**src/rtl/div_ctrl_pkg.sv**
```systemverilog
// Shared encodings for the EX-stage divide sequencer.
// Also carries the aluop codes that steer DIV/DIVU into it.
package div_ctrl_pkg;

    typedef enum logic [1:0] {
        DivFree   = 2'b00,
        DivByZero = 2'b01,
        DivOn     = 2'b10,
        DivEnd    = 2'b11
    } div_state_e;

    localparam logic DivResultReady    = 1'b1;
    localparam logic DivResultNotReady = 1'b0;
    localparam logic DivStart          = 1'b1;
    localparam logic DivStop           = 1'b0;

    localparam logic [7:0] EXE_DIV_OP  = 8'b0001_1010;
    localparam logic [7:0] EXE_DIVU_OP = 8'b0001_1011;

endpackage

```
**src/rtl/div_step.sv**
```systemverilog
// One restoring-divide iteration: shift left, trial-subtract the
// divisor from the upper DATA_W+1 bits, keep or restore.
module div_step
    import div_ctrl_pkg::*;
#(
    parameter int DATA_W = 32
) (
    input  logic [2*DATA_W:0]  work,
    input  logic [DATA_W-1:0]  divisor,
    output logic [2*DATA_W:0]  next
);

    logic [2*DATA_W:0] shifted;
    logic [DATA_W+1:0] diff;
    logic              unused_msb;

    // Partial remainder is always below the divisor, so the top bit
    // is zero before the shift and carries nothing.
    assign unused_msb = work[2*DATA_W];
    assign shifted    = {work[2*DATA_W-1:0], 1'b0};
    assign diff       = {1'b0, shifted[2*DATA_W:DATA_W]}
                      - {2'b00, divisor};

    always_comb begin
        next = shifted;
        if (!diff[DATA_W+1]) begin
            next = {diff[DATA_W:0], shifted[DATA_W-1:1], 1'b1};
        end
    end

endmodule

```
**src/rtl/div_ctrl.sv**
```systemverilog
// Multi-cycle DIV/DIVU sequencer for EX; returns {remainder, quotient}.
// Operands are latched on FREE->ON, so EX may change them freely after.
module div_ctrl
    import div_ctrl_pkg::*;
#(
    parameter int DATA_W = 32
) (
    input  logic                clk,
    input  logic                rst,
    input  logic                start_i,
    input  logic                signed_i,
    input  logic [DATA_W-1:0]   dividend_i,
    input  logic [DATA_W-1:0]   divisor_i,
    input  logic                annul_i,
    output logic [2*DATA_W-1:0] result_o,
    output logic                ready_o
);

    localparam int CNT_W = $clog2(DATA_W) + 1;
    localparam logic [CNT_W-1:0] LAST = CNT_W'(DATA_W - 1);

    div_state_e          state, state_n;
    logic [CNT_W-1:0]    cnt, cnt_n;
    logic [2*DATA_W:0]   work, work_n, step;
    logic [DATA_W-1:0]   dvs, dvs_n;
    logic                neg_q, neg_q_n, neg_r, neg_r_n;
    logic [2*DATA_W-1:0] result_n;
    logic                ready_n;
    logic [DATA_W-1:0]   dvd_mag, dvs_mag;
    logic [DATA_W-1:0]   raw_q, raw_r, quo, rem;

    div_step #(.DATA_W(DATA_W)) u_step (
        .work    (work),
        .divisor (dvs),
        .next    (step)
    );

    assign dvd_mag = (signed_i && dividend_i[DATA_W-1])
                   ? -dividend_i : dividend_i;
    assign dvs_mag = (signed_i && divisor_i[DATA_W-1])
                   ? -divisor_i : divisor_i;

    // Fix-up reads the final iteration straight from the step output.
    assign raw_q = step[DATA_W-1:0];
    assign raw_r = step[2*DATA_W-1:DATA_W];
    assign quo   = neg_q ? -raw_q : raw_q;
    assign rem   = neg_r ? -raw_r : raw_r;

    always_ff @(posedge clk) begin
        if (!rst) begin
            state    <= DivFree;
            cnt      <= '0;
            work     <= '0;
            dvs      <= '0;
            neg_q    <= 1'b0;
            neg_r    <= 1'b0;
            result_o <= '0;
            ready_o  <= DivResultNotReady;
        end else begin
            state    <= state_n;
            cnt      <= cnt_n;
            work     <= work_n;
            dvs      <= dvs_n;
            neg_q    <= neg_q_n;
            neg_r    <= neg_r_n;
            result_o <= result_n;
            ready_o  <= ready_n;
        end
    end

    always_comb begin
        state_n  = state;
        cnt_n    = cnt;
        work_n   = work;
        dvs_n    = dvs;
        neg_q_n  = neg_q;
        neg_r_n  = neg_r;
        result_n = result_o;
        ready_n  = ready_o;
        if (annul_i) begin
            state_n  = DivFree;
            ready_n  = DivResultNotReady;
            result_n = '0;
        end else begin
            unique case (state)
                DivFree: begin
                    ready_n  = DivResultNotReady;
                    result_n = '0;
                    if (start_i == DivStart) begin
                        if (divisor_i == '0) begin
                            state_n = DivByZero;
                        end else begin
                            dvs_n   = dvs_mag;
                            neg_q_n = signed_i &
                                (dividend_i[DATA_W-1] ^ divisor_i[DATA_W-1]);
                            neg_r_n = signed_i & dividend_i[DATA_W-1];
                            work_n  = {{(DATA_W+1){1'b0}}, dvd_mag};
                            cnt_n   = '0;
                            state_n = DivOn;
                        end
                    end
                end
                DivByZero: begin
                    result_n = '0;
                    state_n  = DivEnd;
                end
                DivOn: begin
                    work_n = step;
                    cnt_n  = cnt + CNT_W'(1);
                    if (cnt == LAST) begin
                        result_n = {rem, quo};
                        state_n  = DivEnd;
                    end
                end
                DivEnd: begin
                    if (start_i == DivStart) begin
                        ready_n = DivResultReady;
                    end else begin
                        state_n  = DivFree;
                        ready_n  = DivResultNotReady;
                        result_n = '0;
                    end
                end
                default: state_n = DivFree;
            endcase
        end
    end

endmodule

```
**config.mk**
```make
export PLATFORM = sky130hd
export DESIGN_NAME = div_ctrl
export DESIGN_NICKNAME = d
export VERILOG_FILES = /design/src/rtl/div_ctrl_pkg.sv /design/src/rtl/div_step.sv /design/src/rtl/div_ctrl.sv
export SDC_FILE = /design/constraint.sdc
export NUM_CORES = 1
export LEC_CHECK = 0
export BUFFER_PORTS_ARGS = -buffer_cell sky130_fd_sc_hd__buf_2
export CORE_ASPECT_RATIO = 0.9
export CORE_MARGIN = 4
export CORE_UTILIZATION = 39
export CTS_CLUSTER_SIZE = 14
export DETAILED_ROUTE_END_ITERATION = 8
export GPL_TIMING_DRIVEN = 0
export PLACE_DENSITY = 0.63
export SYNTH_ARGS = -nofsm -noshare
export SYNTH_HDL_FRONTEND = slang
export SYNTH_HIERARCHICAL = 1
export SYNTH_SLANG_ARGS = --single-unit
```
**constraint.sdc**
```tcl
create_clock -name clk -period 4.3 [get_ports clk]
set_input_delay 0.43 -clock clk [delete_from_list [all_inputs] [get_ports clk]]
set_output_delay 0.43 -clock clk [all_outputs]
set_load 0.02 [all_outputs]
```
# Yosys cells after proc, flatten, opt, wreduce, memory -nomap -nowiden
# Index checks and enable logic that the tools add are counted.
[word_totals] input_bits=69 out_inout_bits=65 reg_bits=171 word_cells=61
[op_classes] n_mux=21 reduce_logical=12 bitwise=6 eq_ne=8 add_sub_neg=6
[ops] op="$mux W64" n=5
[ops] op="$pmux W64 S3" n=1
[ops] op="$mux W32" n=4
[ops] op="$neg A32 Y32" n=4
[ops] op="$pmux W64 S2" n=1
[ops] op="$sub A33 B32 Y34" n=1
[ops] op="$logic_not A32 Y1" n=1
[ops] op="$mux W6" n=2
[ops] op="$pmux W6 S2" n=1
[ops] op="$mux W2" n=4
[ops] op="$ne A2 B2 Y1 const B" n=4
[ops] op="$pmux W2 S4" n=1
[ops] op="$reduce_and A4 Y1" n=2
[ops] op="$add A6 B1 Y6 const B" n=1
[ops] op="$eq A6 B5 Y1 const B" n=1
[ops] op="$eq A2 B2 Y1 const B" n=2
[ops] op="$reduce_bool A2 Y1" n=2
[ops] op="$reduce_or A2 Y1" n=2
[ops] op="$not A1 Y1" n=3
[ops] op="$reduce_and A3 Y1" n=1
[ops] op="$and A1 B1 Y1" n=2
[ops] op="$eq A2 B1 Y1 const B" n=1
[ops] op="$logic_and A1 B1 Y1" n=2
[ops] op="$logic_not A2 Y1" n=1
[ops] op="other kinds (4)" n=4

# Depth between registers and ports, before layout
# Gate-level depths: netlist of run 1.
[depth] ltp_word=6 depth_mapped=19 mapped_depth_nobuf=18

# Cells and area by module
# Netlist of run 1, hierarchy kept.
[modules_own_cells] module="div_ctrl" area_per_inst_um2=9013.6 n_inst=1 seq_area_each_um2=3443.3 cells_each=1142
[modules_own_cells] module="div_step" area_per_inst_um2=2613.8 n_inst=1 seq_area_each_um2=0.0 cells_each=396

# Worst setup path before layout of run 1
# OpenSTA, ideal clock, no wires.
[synth_path] kind="register -> register" from="reg work[31]" to="reg result_o[62]" path_stages_with_launch=18 required_time_ps=4172 setup_time_ps=128 path_buffers=0 arrival_ps=3997 path_slack_ps=175 cell_sequence="dfxtp_1 inv_1 ha_1 inv_1 fa_1 a211oi_1 o211a_1 o41ai_1 nor2_1 nor2_1 or4_1 a41o_1 or3_1 or3_1 or4_1 o31ai_1 xor2_1 o21ai_0"
[synth_via] elab_chain_len=6
[synth_rtl] item="start: declaration" line="div_ctrl.sv:24" source="logic [2*DATA_W:0] work, work_n, step;"
[synth_rtl] item="start signal: assignment" line="div_ctrl.sv:62" source="work <= work_n;"
[synth_rtl] item="$sub A33 B32 Y34" line="div_step.sv:22" source="- {2'b00, divisor};"
[synth_rtl] item="$mux W64" line="div_step.sv:26" source="if (!diff[DATA_W+1]) begin"
[synth_rtl] item="net step[58]" line="div_ctrl.sv:24"
[synth_rtl] item="$neg A32 Y32" line="div_ctrl.sv:47" source="assign rem = neg_r ? -raw_r : raw_r;"
[synth_rtl] item="$mux W32" line="div_ctrl.sv:47"
[synth_rtl] item="$mux W64" line="div_ctrl.sv:110" source="if (cnt == LAST) begin"
[synth_rtl] item="$pmux W64 S3" line="div_ctrl.sv:85" source="unique case (state)"
[synth_rtl] item="end signal: assignment" line="div_ctrl.sv:66" source="result_o <= result_n;"
[synth_rtl] item="end: declaration" line="div_ctrl.sv:15" source="output logic [2*DATA_W-1:0] result_o,"
# The timed path passes the listed nets, and every way through them passes these cells. The select of a mux whose other input is x is not followed.
# A chain may end at the register's enable or synchronous reset.

# Final worst setup path of run 1
[layout_path] from="reg work[31]" to="reg result_o[63]"
# Same word-level chain as after synthesis.

==> flow_metrics.py, run 1 <==
metrics = {
    "clock_tree": {
        "cts.sinks": 171,
        "clock_latency_ns": 0.44,
        "clockBufferDepth": 2,
        "numCtsBuffers": 17,
        "ctsHtreeMaxLevel": 4,
        "cts_root_buf": "clkbuf_16",
        "cts_tree": "yes",
        "cts.clk_slew.worst_paths_ns": 0.08,
    },
    "setup_path": {
        "required_ns": 4.61,
        "r2r_slack_ns": -0.11,
        "reg2reg_to": "result_o[63]",
        "cp.depth": 17,
        "arrival_ns": 4.72,
        "critical_path_peak_fanout": 3,
        "reg2reg_depth": 17,
        "cp-endpoint": "result_o[63]",
        "start_kind": "register",
        "end_kind": "register",
        "reg2reg_from": "work[31]",
        "critPathMaxStageDelay_ns": 0.56,
        "path_cells": "inv_2, ha_4, inv_2, fa_2, a211oi_2, o211a_1, o41ai_2, nor2_2, nor2_2, or4_4, a41o_4, or3_4, or3_4, or4_4, o31ai_4, xor2_2, o21ai_1",
        "critical_path_class": "register to register",
        "crit_path_start": "work[31]",
        "cp_slowest_cell": "or4_4",
        "path_buf_inv": 2,
        "cp_top_family": "simple AND/OR/NAND/NOR gates",
    },
    "die": {
        "boundaryPins": 134,
        "die_x_um": 189.4,
        "num_rows": 59,
        "core_area_um2": 29090,
        "initial_core_util_pct": 39.71,
        "die_area_um2": 32440,
        "die_h_um": 171.3,
    },
    "timing": {
        "fmax_ghz": 0.2268,
        "finalCritPeriodShare_pct": 102.5,
        "slew_headroom_pct": 41.38,
        "slew_violations": 0,
        "worst_slack_ns": -0.1095,
        "period_needed_ns": 4.409,
        "finalHoldViolations": 0,
        "skew_ns": 0.01255,
        "tightest_slew_ns": 0.8718,
        "rsz0062_at_grt": "yes",
        "setup_viol": 2,
    },
    "global_route": {
        "grt_usage_pct": 22.63,
        "grt_pass1_vias": 10800,
        "antenna_found_initial": 0,
        "grt.overflow.total": 0,
        "grt_pass1_wl_um": 59100,
        "grt_max_degree": 18,
    },
    "synth": {
        "syn_inst": 1526,
        "synth_nets": 1637,
        "syn_area_um2": 11550,
        "ys_warn_count": 6,
        "synth.avg_cell_area_um2": 7.570,
    },
    "routing": {
        "ant_nets": 0,
        "wl_per_cell_um": 18.23,
        "drt_wl_total_um": 38890,
        "dr.first_iter.drc_count": 1005,
        "drc": 0,
        "first_pass_iters": 5,
        "via_per_inst": 5.573,
        "vias": 11890,
    },
    "layout": {
        "drive_above_1_share_pct": 23.72,
        "final_core_util_pct": 49.48,
        "final_common_cell": "nand2_1",
        "num_antenna_cells": 0,
        "final_cell_mix": "nand2_1, dfxtp_1, buf_2",
        "fin_cells": 2133,
        "nNetsFinal": 1835,
        "synthToLayoutAreaGrowth_pct": 24.58,
    },
    "power_and_ir_drop": {
        "ir_drop_v": 0.0003039,
        "powerDensity_nw_per_um2": 309.7,
        "finalPower_mw": 4.456,
        "p_leak_nw": 5.673,
    },
    "placed_design": {
        "pre_cts_ws_ns": -0.4898,
        "dp_hpwl_um": 29670,
        "gp_congestion": 0.9108,
        "portBuffers": 133,
        "place_inst": 2055,
    },
    "hold_path": {
        "min_path_type": "input port to register",
    },
    "run_status": {
        "outcome": "finished, violations left",
        "violations": "setup timing",
    },
    "run": {
        "maxCapViolCount": 0,
    },
}
==> through the flow <==
step                      instance area, µm²  hold slack (ns)  TNS [ns]
after floorplan                        11550           0.4360         0
after global placement                 12710           0.4359    -4.186
after detailed placement               12710           0.4383    -5.314
after CTS                              13730           0.3064   -0.2309
after global routing                   14390           0.3168    -1.310
final                                  14390           0.3196   -0.2011
==> metal layers <==
layer	vias to the layer above	track usage (%)	routed length (µm)
met5	-	0	0
met4	0	4.560	403
met3	33	4.789	3586
met2	497	33.73	16420
met1	5582	33.77	18480
li1	5776	-	-
==> how the worst min path moves through the flow <==
stage                             start           end  slack (ns)  depth (start not counted)
after floorplan                 dvs[31]       dvs[31]        0.44                          2
after global placement     result_o[27]  result_o[27]        0.44                          2
after detailed placement   result_o[51]  result_o[51]        0.44                          2
after CTS                  divisor_i[0]        dvs[0]        0.31                          3
after global routing      divisor_i[20]       dvs[20]        0.32                          3
final                     divisor_i[21]       dvs[21]        0.32                          3
==> what timing repair did <==
item                       in CTS  in global routing
hold buffers                    0                  0
cloned                          0                  2
gates resized for setup        57                123
pin swaps                      21                 37
setup endpoints to repair      23                 24
setup buffers                  25                 23
==> state kept, by name, indices dropped and copies added, names as in the netlist <==
register	count
cnt	6
dvs	32
neg_q	1
neg_r	1
ready_o	1
result_o	64
state	2
work	64
==> where the power goes <==
| group | internal, mW | switching (mW) |
|---|---|---|
| clock network | 0.842 | 0.730 |
| registers | 1.64 | 0.0301 |
| logic | 0.481 | 0.736 |
==> cell type report <==
class | count | area [µm²]
clock buffers | 19 | 442.9
inverters | 57 | 225.2
plain buffers | 117 | 703.2
well taps | 396 | 495.5
fillers | 2855 | 14700
clock inverters | 13 | 147.6
repair buffers | 183 | 1112
multi-input cells | 1177 | 7820
flip-flops and latches | 171 | 3443
==> worst register-to-register path: stages (launching register included) <==
cell	delay (ns)
dfxtp_2	0.33
inv_2	0.08
ha_4	0.14
inv_2	0.04
fa_2	0.35
a211oi_2	0.26
o211a_1	0.26
o41ai_2	0.09
nor2_2	0.15
nor2_2	0.09
or4_4	0.42
a41o_4	0.30
or3_4	0.38
or3_4	0.34
or4_4	0.56
o31ai_4	0.25
xor2_2	0.19
o21ai_1	0.07
(Power assumes the default switching activity.)
==> inputs of run 2 (changes only) <==
--- a/config.mk
+++ b/config.mk
@@ -13,6 +13,7 @@
 export DETAILED_ROUTE_END_ITERATION = 8
 export GPL_TIMING_DRIVEN = 0
 export PLACE_DENSITY = 0.63
+export RECOVER_POWER = 50
 export SYNTH_ARGS = -nofsm -noshare
 export SYNTH_HDL_FRONTEND = slang
 export SYNTH_HIERARCHICAL = 1
==> flow_metrics.py, run 2 (synthesis gave the netlist of run 1 again) <==
metrics = {
    "run_status": {
        "outcome": "finished, violations left",
        "violations": "setup timing",
    },
    "clock_tree": {
        "cts_root_buf": "clkbuf_16",
        "cts.clk_slew.worst_paths_ns": 0.07,
        "numCtsBuffers": 17,
        "clock_latency_ns": 0.44,
        "cts_hold_buffers": 0,
        "ctsHtreeMaxLevel": 4,
        "cts_tree": "yes",
        "cts.sinks": 171,
        "clockBufferDepth": 2,
    },
    "setup_path": {
        "arrival_ns": 4.73,
        "reg2reg_to": "result_o[63]",
        "critical_path_peak_fanout": 4,
        "start_kind": "register",
        "r2r_slack_ns": -0.12,
        "critical_path_class": "register to register",
        "required_ns": 4.61,
        "end_kind": "register",
        "reg2reg_depth": 17,
        "reg2reg_from": "dvs[1]",
    },
    "power_and_ir_drop": {
        "p_leak_nw": 5.349,
        "powerDensity_nw_per_um2": 312.2,
        "ir_drop_v": 0.0003021,
        "finalPower_mw": 4.449,
    },
    "timing": {
        "finalHoldViolations": 0,
        "finalCritPeriodShare_pct": 102.7,
        "tightest_slew_ns": 1.453,
        "fmax_ghz": 0.2265,
        "skew_ns": 0.01428,
        "worst_slack_ns": -0.1155,
        "slew_headroom_pct": 2.241,
        "rsz0062_at_grt": "yes",
        "slew_violations": 0,
        "setup_viol": 2,
        "period_needed_ns": 4.415,
    },
    "layout": {
        "drive_above_1_share_pct": 19.17,
        "nNetsFinal": 1835,
        "post-route-cell-area_um2": 14250,
        "final_core_util_pct": 49.00,
        "final_common_cell": "nand2_1",
        "final_cell_mix": "nand2_1, dfxtp_1, o21ai_0",
        "n_fill_cell": 2886,
        "synthToLayoutAreaGrowth_pct": 23.38,
        "num_antenna_cells": 0,
        "largestRegisters": "result_o: 64 flops, work: 64 flops, dvs: 32 flops",
    },
    "run": {
        "maxCapViolCount": 0,
    },
    "routing": {
        "drt_wl_total_um": 39060,
        "first_pass_iters": 6,
        "via_per_inst": 5.550,
        "ant_nets": 0,
        "vias": 11840,
        "wl_per_cell_um": 18.31,
        "drc": 0,
        "dr.first_iter.drc_count": 1037,
    },
    "placed_design": {
        "gp_congestion": 0.9108,
        "portBuffers": 133,
        "dp_hpwl_um": 29670,
        "dpl-instance-area_um2": 12710,
    },
    "hold_path": {
        "worstHoldEndpoint": "dvs[0]",
        "min_path_cells": 3,
        "min_path_type": "input port to register",
        "hold_start": "divisor_i[0]",
    },
    "die": {
        "boundaryPins": 134,
        "die_area_um2": 32440,
        "die_x_um": 189.4,
        "core_area_um2": 29090,
        "num_rows": 59,
        "die_h_um": 171.3,
        "initial_core_util_pct": 39.71,
    },
    "global_route": {
        "grt-busiest-layer": "met1",
        "grt_pass1_wl_um": 59100,
        "antenna_found_initial": 0,
        "grt.overflow.total": 0,
        "grt_pass1_vias": 10800,
        "gr-usage-met3_pct": 4.789,
        "grt_max_degree": 18,
        "grt_usage_pct": 22.63,
        "global_route.usage.met1_pct": 33.77,
        "met2_usage_pct": 33.73,
    },
}
run 2: final cells by class:
class,count,area [µm²],area share [%]
Multi-Input combinational cell,1177,7792,54.68
Sequential cell,171,3443,24.16
Timing Repair Buffer,183,1030,7.226
Buffer,117,674.4,4.732
Tap cell,396,495.5,3.477
Clock buffer,19,442.9,3.108
Inverter,57,225.2,1.580
Clock inverter,13,147.6,1.036
run 2: where the power goes:
| part | leakage [nW] | internal [mW] | switching, mW |
|---|---|---|---|
| Combinational | 3.67 | 0.475 | 0.736 |
| Clock | 0.285 | 0.842 | 0.730 |
| Sequential | 1.39 | 1.64 | 0.0303 |
run 2: per-layer routing:
metal  share of wire (%)  wire (µm)  vias to the layer above
met1                  48      18810                     5575
met3                 8.6       3375                       36
met2                  42      16480                      440
li1                    -          -                     5787
met5                   0          0                        -
met4                 1.0        403                        0
run 2: worst max-delay path: stages (launching register included):
cell and delay [ns]:
dfxtp_2 0.34, inv_4 0.09, ha_4 0.20, nor2b_4 0.13, o31a_1 0.37, o211ai_1 0.33
a21boi_2 0.11, o21bai_1 0.23, a31o_4 0.22, buf_12 0.12, clkinvlp_4 0.11, a41o_4 0.25
or3_4 0.38, or3_4 0.34, or4_4 0.56, o31ai_4 0.25, xor2_2 0.18, o21ai_1 0.07
run 2: worst max path at each step:
stage | endpoint | slack, ns | depth (start not counted) | start
floorplan | result_o[62] | 0.18 | 17 | work[31]
global placement | result_o[62] | -0.43 | 16 | dvs[0]
detailed placement | result_o[62] | -0.49 | 16 | dvs[0]
CTS | result_o[62] | -0.11 | 17 | work[31]
global route | result_o[63] | -0.28 | 17 | dvs[1]
finish | result_o[63] | -0.12 | 17 | dvs[1]
run 2: what timing repair did:
item | in CTS | in global routing
gates resized for setup | 57 | 123
buffers inserted | 25 | 23
cloned | 0 | 2
endpoints found under the setup margin | 23 | 24
pin swaps | 21 | 37
run 2: per-stage QoR:
step	hold WS [ns]	std cells	setup TNS [ns]	setup slack (ns)
CTS	0.3064	2112	-0.2309	-0.1070
global route	0.3168	2133	-1.793	-0.2829
finish	0.3167	2133	-0.2141	-0.1155
global placement	0.4359	2055	-4.186	-0.4347
floorplan	0.4360	1526	0	0.1751
detailed placement	0.4383	2055	-5.314	-0.4898
